$ cat src/rtl/game_turn_controller.sv
// Turn sequencer for a two-player tic-tac-toe game.
// Owns the board driving an external combinational winner detector.
// Arbitrates X/O move requests and declares win, draw or turn timeout.
module game_turn_controller #(
    parameter int unsigned MOVE_TIMEOUT = 1000,
    parameter int unsigned CNT_W        = 10
) (
    input  logic             clk,
    input  logic             rst_n,
    input  logic             start,
    input  logic             x_req,
    input  logic [3:0]       x_pos,
    input  logic             o_req,
    input  logic [3:0]       o_pos,
    input  logic             winner_in,
    input  logic [1:0]       who_in,
    output logic [1:0]       pos1,
    output logic [1:0]       pos2,
    output logic [1:0]       pos3,
    output logic [1:0]       pos4,
    output logic [1:0]       pos5,
    output logic [1:0]       pos6,
    output logic [1:0]       pos7,
    output logic [1:0]       pos8,
    output logic [1:0]       pos9,
    output logic             x_ack,
    output logic             o_ack,
    output logic             illegal,
    output logic             timeout,
    output logic [1:0]       turn,
    output logic [3:0]       move_count,
    output logic             game_over,
    output logic [1:0]       result
);

    typedef enum logic [1:0] {
        IDLE,
        WAIT_MOVE,
        CHECK,
        GAME_OVER
    } state_t;

    localparam logic [1:0] P_NONE = 2'b00;
    localparam logic [1:0] P_X    = 2'b01;
    localparam logic [1:0] P_O    = 2'b10;
    localparam logic [1:0] R_DRAW = 2'b11;
    localparam logic [CNT_W-1:0] TIMER_LAST = CNT_W'(MOVE_TIMEOUT - 1);

    state_t           state, state_nx;
    logic [1:0]       board    [9];
    logic [1:0]       board_nx [9];
    logic [1:0]       turn_nx;
    logic [3:0]       mc_nx;
    logic [1:0]       result_nx;
    logic             go_nx;
    logic [CNT_W-1:0] timer, timer_nx;
    logic             x_ack_nx, o_ack_nx, illegal_nx, timeout_nx;

    logic             req_v;
    logic [3:0]       req_pos;
    logic             cell_free;

    assign pos1 = board[0];
    assign pos2 = board[1];
    assign pos3 = board[2];
    assign pos4 = board[3];
    assign pos5 = board[4];
    assign pos6 = board[5];
    assign pos7 = board[6];
    assign pos8 = board[7];
    assign pos9 = board[8];

    // Select the on-turn requester and test its target cell for legality
    always_comb begin
        req_v     = 1'b0;
        req_pos   = '0;
        cell_free = 1'b0;
        if (turn == P_X) begin
            req_v   = x_req;
            req_pos = x_pos;
        end else if (turn == P_O) begin
            req_v   = o_req;
            req_pos = o_pos;
        end
        // Positions 0 and 10..15 never match, so they fall out as illegal
        for (int unsigned i = 0; i < 9; i++) begin
            if (req_pos == 4'(i + 1)) begin
                cell_free = (board[i] == P_NONE);
            end
        end
    end

    // Next-state and next-output logic; start overrides everything else
    always_comb begin
        state_nx   = state;
        board_nx   = board;
        turn_nx    = turn;
        mc_nx      = move_count;
        result_nx  = result;
        go_nx      = game_over;
        timer_nx   = timer;
        x_ack_nx   = 1'b0;
        o_ack_nx   = 1'b0;
        illegal_nx = 1'b0;
        timeout_nx = 1'b0;

        if (start) begin
            for (int unsigned i = 0; i < 9; i++) begin
                board_nx[i] = P_NONE;
            end
            mc_nx     = '0;
            result_nx = P_NONE;
            go_nx     = 1'b0;
            turn_nx   = P_X;
            timer_nx  = '0;
            state_nx  = WAIT_MOVE;
        end else begin
            case (state)
                WAIT_MOVE: begin
                    if (req_v && cell_free) begin
                        for (int unsigned i = 0; i < 9; i++) begin
                            if (req_pos == 4'(i + 1)) begin
                                board_nx[i] = turn;
                            end
                        end
                        mc_nx    = move_count + 4'd1;
                        x_ack_nx = (turn == P_X);
                        o_ack_nx = (turn == P_O);
                        timer_nx = '0;
                        state_nx = CHECK;
                    end else begin
                        // A rejected move still lets the turn clock run down
                        illegal_nx = req_v;
                        if (timer == TIMER_LAST) begin
                            timeout_nx = 1'b1;
                            turn_nx    = (turn == P_X) ? P_O : P_X;
                            timer_nx   = '0;
                        end else begin
                            timer_nx = timer + 1'b1;
                        end
                    end
                end
                CHECK: begin
                    if (winner_in) begin
                        result_nx = who_in;
                        go_nx     = 1'b1;
                        turn_nx   = P_NONE;
                        state_nx  = GAME_OVER;
                    end else if (move_count == 4'd9) begin
                        result_nx = R_DRAW;
                        go_nx     = 1'b1;
                        turn_nx   = P_NONE;
                        state_nx  = GAME_OVER;
                    end else begin
                        turn_nx  = (turn == P_X) ? P_O : P_X;
                        timer_nx = '0;
                        state_nx = WAIT_MOVE;
                    end
                end
                default: ;
            endcase
        end
    end

    // State, board and registered outputs
    always_ff @(posedge clk or negedge rst_n) begin
        if (!rst_n) begin
            state <= IDLE;
            for (int unsigned i = 0; i < 9; i++) begin
                board[i] <= P_NONE;
            end
            turn       <= P_NONE;
            move_count <= '0;
            result     <= P_NONE;
            game_over  <= 1'b0;
            timer      <= '0;
            x_ack      <= 1'b0;
            o_ack      <= 1'b0;
            illegal    <= 1'b0;
            timeout    <= 1'b0;
        end else begin
            state      <= state_nx;
            board      <= board_nx;
            turn       <= turn_nx;
            move_count <= mc_nx;
            result     <= result_nx;
            game_over  <= go_nx;
            timer      <= timer_nx;
            x_ack      <= x_ack_nx;
            o_ack      <= o_ack_nx;
            illegal    <= illegal_nx;
            timeout    <= timeout_nx;
        end
    end

endmodule

$ cat config.mk
export PLATFORM = sky130hd
export DESIGN_NAME = game_turn_controller
export DESIGN_NICKNAME = d
export VERILOG_FILES = /design/src/rtl/game_turn_controller.sv
export SDC_FILE = /design/constraint.sdc
export NUM_CORES = 1
export LEC_CHECK = 0
export CORE_ASPECT_RATIO = 0.75
export CORE_MARGIN = 2
export CORE_UTILIZATION = 56
export CTS_CLUSTER_DIAMETER = 150
export DETAILED_ROUTE_END_ITERATION = 7
export GPL_ROUTABILITY_DRIVEN = 0
export HOLD_SLACK_MARGIN = 0.12
export PLACE_DENSITY = 0.88
export SETUP_SLACK_MARGIN = 0.05
export SLEW_MARGIN = 40
export SYNTH_ARGS = -nofsm -noshare
export SYNTH_HDL_FRONTEND = slang
export SYNTH_SLANG_ARGS = --single-unit
$ cat constraint.sdc
create_clock -name clk -period 5.29 [get_ports clk]
set_clock_uncertainty 0.05 [all_clocks]
set_input_delay 1.587 -clock clk [delete_from_list [all_inputs] [get_ports clk]]
set_output_delay 1.587 -clock clk [all_outputs]
set_load 0.02 [all_outputs]
==> reports/qor_table.md <==
| Step | Item | Value |
|---|---|---|
| floorplanning | Core Box Area | 4130 sq um |
| clocking | Total setup buffers inserted after CTS | 0 |
| routing | Count of routing violations after the opening detailed-route iteration | 166 |
| global route | Vias in the first global route | 2002 |
| clocking | Htree depth | 2 |
| clocking | Clock transition at path regs | 80 ps |
| synth | Asr flop ratio synth | 100% |
| clocking | Total clock buffers created by CTS | 5 |
| floorplanning | Die Outline Area | 4940 sq um |
| final layout | Final design utilization | 74.0% |
| setup path | Peak fanout along the critical path | 22 |
| clocking | Clock tree from TritonCTS | done |
| routing | DRT Pass-1 Iters | 5 |
| synth | Cell count after synthesis | 269 |
| final layout | Top library cells by usage in the layout, fill and taps aside | nor2_1, clkdlybuf4s50_1, dfrtp_1 |
| synth | Area of the mapped netlist | 2460 sq um |
| sta | Slew Limit Fails | 0 |
| placement | Instance count after placement with tap cells included | 361 |
| sta | Setup-violating endpoint count in the final report | 0 |
| final layout | Antenna Diode Count | 0 |
| routing | Via-per-instance ratio | 6.05 |
| global route | Antenna violations before repair | 0 |
| floorplanning | I/O pin count | 47 |
| power | Maximum resistive drop on vdd | 193 uV |
| global route | Wire length of the first global-routing pass | 9.46 mm |
| final layout | Layout overhead on the synthesized area | 24.4% |
| synth | Synth Warn # | 0 |
| synth | Post-Syn Nets | 288 |
| hold path | Cell depth of the worst hold path | 2 |
| setup path | Worst reg2reg path depth | 7 |
| routing | ANT nets after route | 0 |
| sta | Portion of the clock cycle consumed by the worst path in the final layout | 75.0% |
| global route | Gr usage total | 25.4% |
| final layout | Filler Cell Count | 286 |
| synth | Netlist cell types | 55 |
| global route | Pin count of the biggest net entering global routing | 44 |
| setup path | CP arrival | 4150 ps |
| clocking | Count of instances resized after the clock tree is built | 0 |
| routing | Post-DR wirelength/cell | 15.6 um |
| sta | Accumulated negative setup slack | 0 ps |
| sta | Minimum period implied by the final worst setup slack | 3970 ps |
| clocking | Hold buffer count at cts | 0 |
| sta | Worst Tran Pin Value | 853 ps |
| sta | Final worst-path setup slack | 1320 ps |
| final layout | FF+latch area | 1080 sq um |
| run status | Run status | completed |
| floorplanning | Number of placement rows | 20 |
| setup path | CP startpoint kind | input pin |
| clocking | Clock sink count | 43 |
| synth | Sequential fraction of the synthesis area | 43.8% |
| power | P per Cell Area | 388 nW/um^2 |
| setup path | Critical path capture point type | register |
| setup path | Category of the most critical setup path | input pin to register |
| final layout | Final nets | 332 |
| floorplanning | Initial standard-cell utilization of the core | 59.5% |
| final layout | Share of layout cells above drive strength 1 | 8.60% |
| placement | IO Port Bufs | 46 |
| placement | Placement Setup Slack | 1030 ps |
| final layout | Most frequent standard cell in the layout excluding fill and tap cells | nor2_1 |
| clocking | Number of buffers on the longest clock path | 2 |
| setup path | Data required, critical path | 5470 ps |
| power | LEAKAGE | 1.34 nW |
| floorplanning | Width of the chip | 80.5 um |
| sta | Hold Violations, Final | 0 |
| final layout | Final Non-Filler Cells | 369 |
| sta | FMAX | 252 MHz |
| synth | Per-instance average area after synthesis | 9.13 sq um |
| routing | Total via count in the routed design | 2232 |
| synth | Number of synthesized flops with an enable pin | 0 |
| hold path | Classification of the worst-slack hold path | register to register |
| sta | Headroom to the max-slew limit | 42.6% |
| global route | GR Overflow Total | 0 |
| flow run | Maxcap violations | 0 |
| synth | Number of synthesized register bits | 43 |
| floorplanning | Floorplan die height | 61.4 um |
| placement | Final HPWL DP | 4.24 mm |
| final layout | Area occupied by multi-input gates | 1300 sq um |
| routing | DRC violations left | 0 |
| sta | Setup repair after global routing missed its margin | false |
| clocking | Cell chosen for the clock root | clkbuf_8 |
| clocking | Clock latency on the worst-skew pair | 300 ps |
| synth | Top FF cell, synth | dfrtp_1 |
| routing | Drt total wl | 5.77 mm |
layer usage:
layer / vias up / routed length [um] / global-route usage (%)
met4: 0 / 88 / 10.2
met5: - / 0 / 0
met2: 90 / 2540 / 37.7
met3: 11 / 362 / 4.69
li1: 1069 / - / -
met1: 1062 / 2780 / 37.4
flip-flops by register name, summed over array words and instances (netlist names):
signal	flops
timer	10
o_ack	1
pos3	2
state	2
timeout	1
game_over	1
pos6	2
x_ack	1
pos4	2
pos5	2
illegal	1
pos7	2
move_count	4
pos9	2
pos8	2
pos2	2
pos1	2
turn	2
result	2
critical path, cell delays in order:
cell and delay, ps:
clkdlybuf4s50_1 450, and4bb_2 360, nor2_1 80, o311ai_1 290
and3_1 320, o31a_1 710, a41oi_1 230, nor2_1 120
kinds of logic (layout without fill, tap and decap cells):
| logic type | Yosys count | after routing | share of synthesized area, % |
|---|---|---|---|
| and+or+nand+nor | 132 | 132 | 29.1 |
| AOI/OAI and AO/OA | 72 | 72 | 20.7 |
| DFF | 43 | 43 | 43.8 |
| buffers and inverters | 15 | 60 | 3.11 |
| adders and majority gates | 3 | 3 | 1.53 |
| muxes | 3 | 3 | 1.32 |
| xor gates and xnor gates | 1 | 1 | 0.357 |
metrics by stage:
stage / power, mW / hold WS (ps) / instance area, sq um
CTS: 1.18 / 479 / 3050
global route: 1.26 / 503 / 3050
floorplan: 0.803 / 423 / 2460
detailed placement: 0.920 / 461 / 2940
global placement: 0.907 / 442 / 2930
finish: 1.18 / 478 / 3050
report_power, final:
group	switching [mW]	internal, mW	leakage (nW)
logic	0.294	0.207	0.696
registers	0.0570	0.362	0.588
clock network	0.111	0.153	0.0612
total	0.463	0.721	1.34
layout make-up:
cell class                      count  share of cell area [%]
Sequential cell                    43                    35.2
Timing Repair Buffer               48                    15.5
Clock buffer                        6                    2.70
Clock inverter                      2                    1.15
Inverter                            4                   0.492
Tap cell                           55                    2.25
Multi-Input combinational cell    211                    42.7
synth_stat cells, drive strengths merged, types with 2 or more instances:
cell type,n,area share [%]
nand3,6,1.2
mux2,2,0.92
o31ai,5,1.5
a41oi,2,0.71
o21bai,2,0.61
nand2b,4,1.0
or2,2,0.51
nor2b,7,1.8
dfrtp,43,44
a21o,6,1.8
ha,3,1.5
clkbuf,6,0.92
buf,5,1.6
a21oi,21,4.3
nand4,3,0.76
nand2,19,2.9
or3,8,2.0
nor3,12,2.6
o211ai,2,1.2
and4bb,6,3.1
o22ai,2,0.51
and2,2,0.56
a31oi,5,1.3
a211oi,2,0.61
nand3b,5,2.5
nor2,50,7.6
and3,3,0.76
o21ai,12,2.4
a211o,4,1.4
inv,4,0.61
path summary, 6_finish.rpt:
check / startpoint / to / slack (ps)
min in group asynchronous: rst_n / game_over / 1210
hold / removal: game_over / game_over / 480
setup reg to reg: turn[1] / pos3[0] / 2290
max in group asynchronous: rst_n / pos9[1] / 3620
setup / recovery: x_pos[3] / pos3[0] / 1320
hold reg to reg: game_over / game_over / 480
Power figures use the tool's default switching activity.
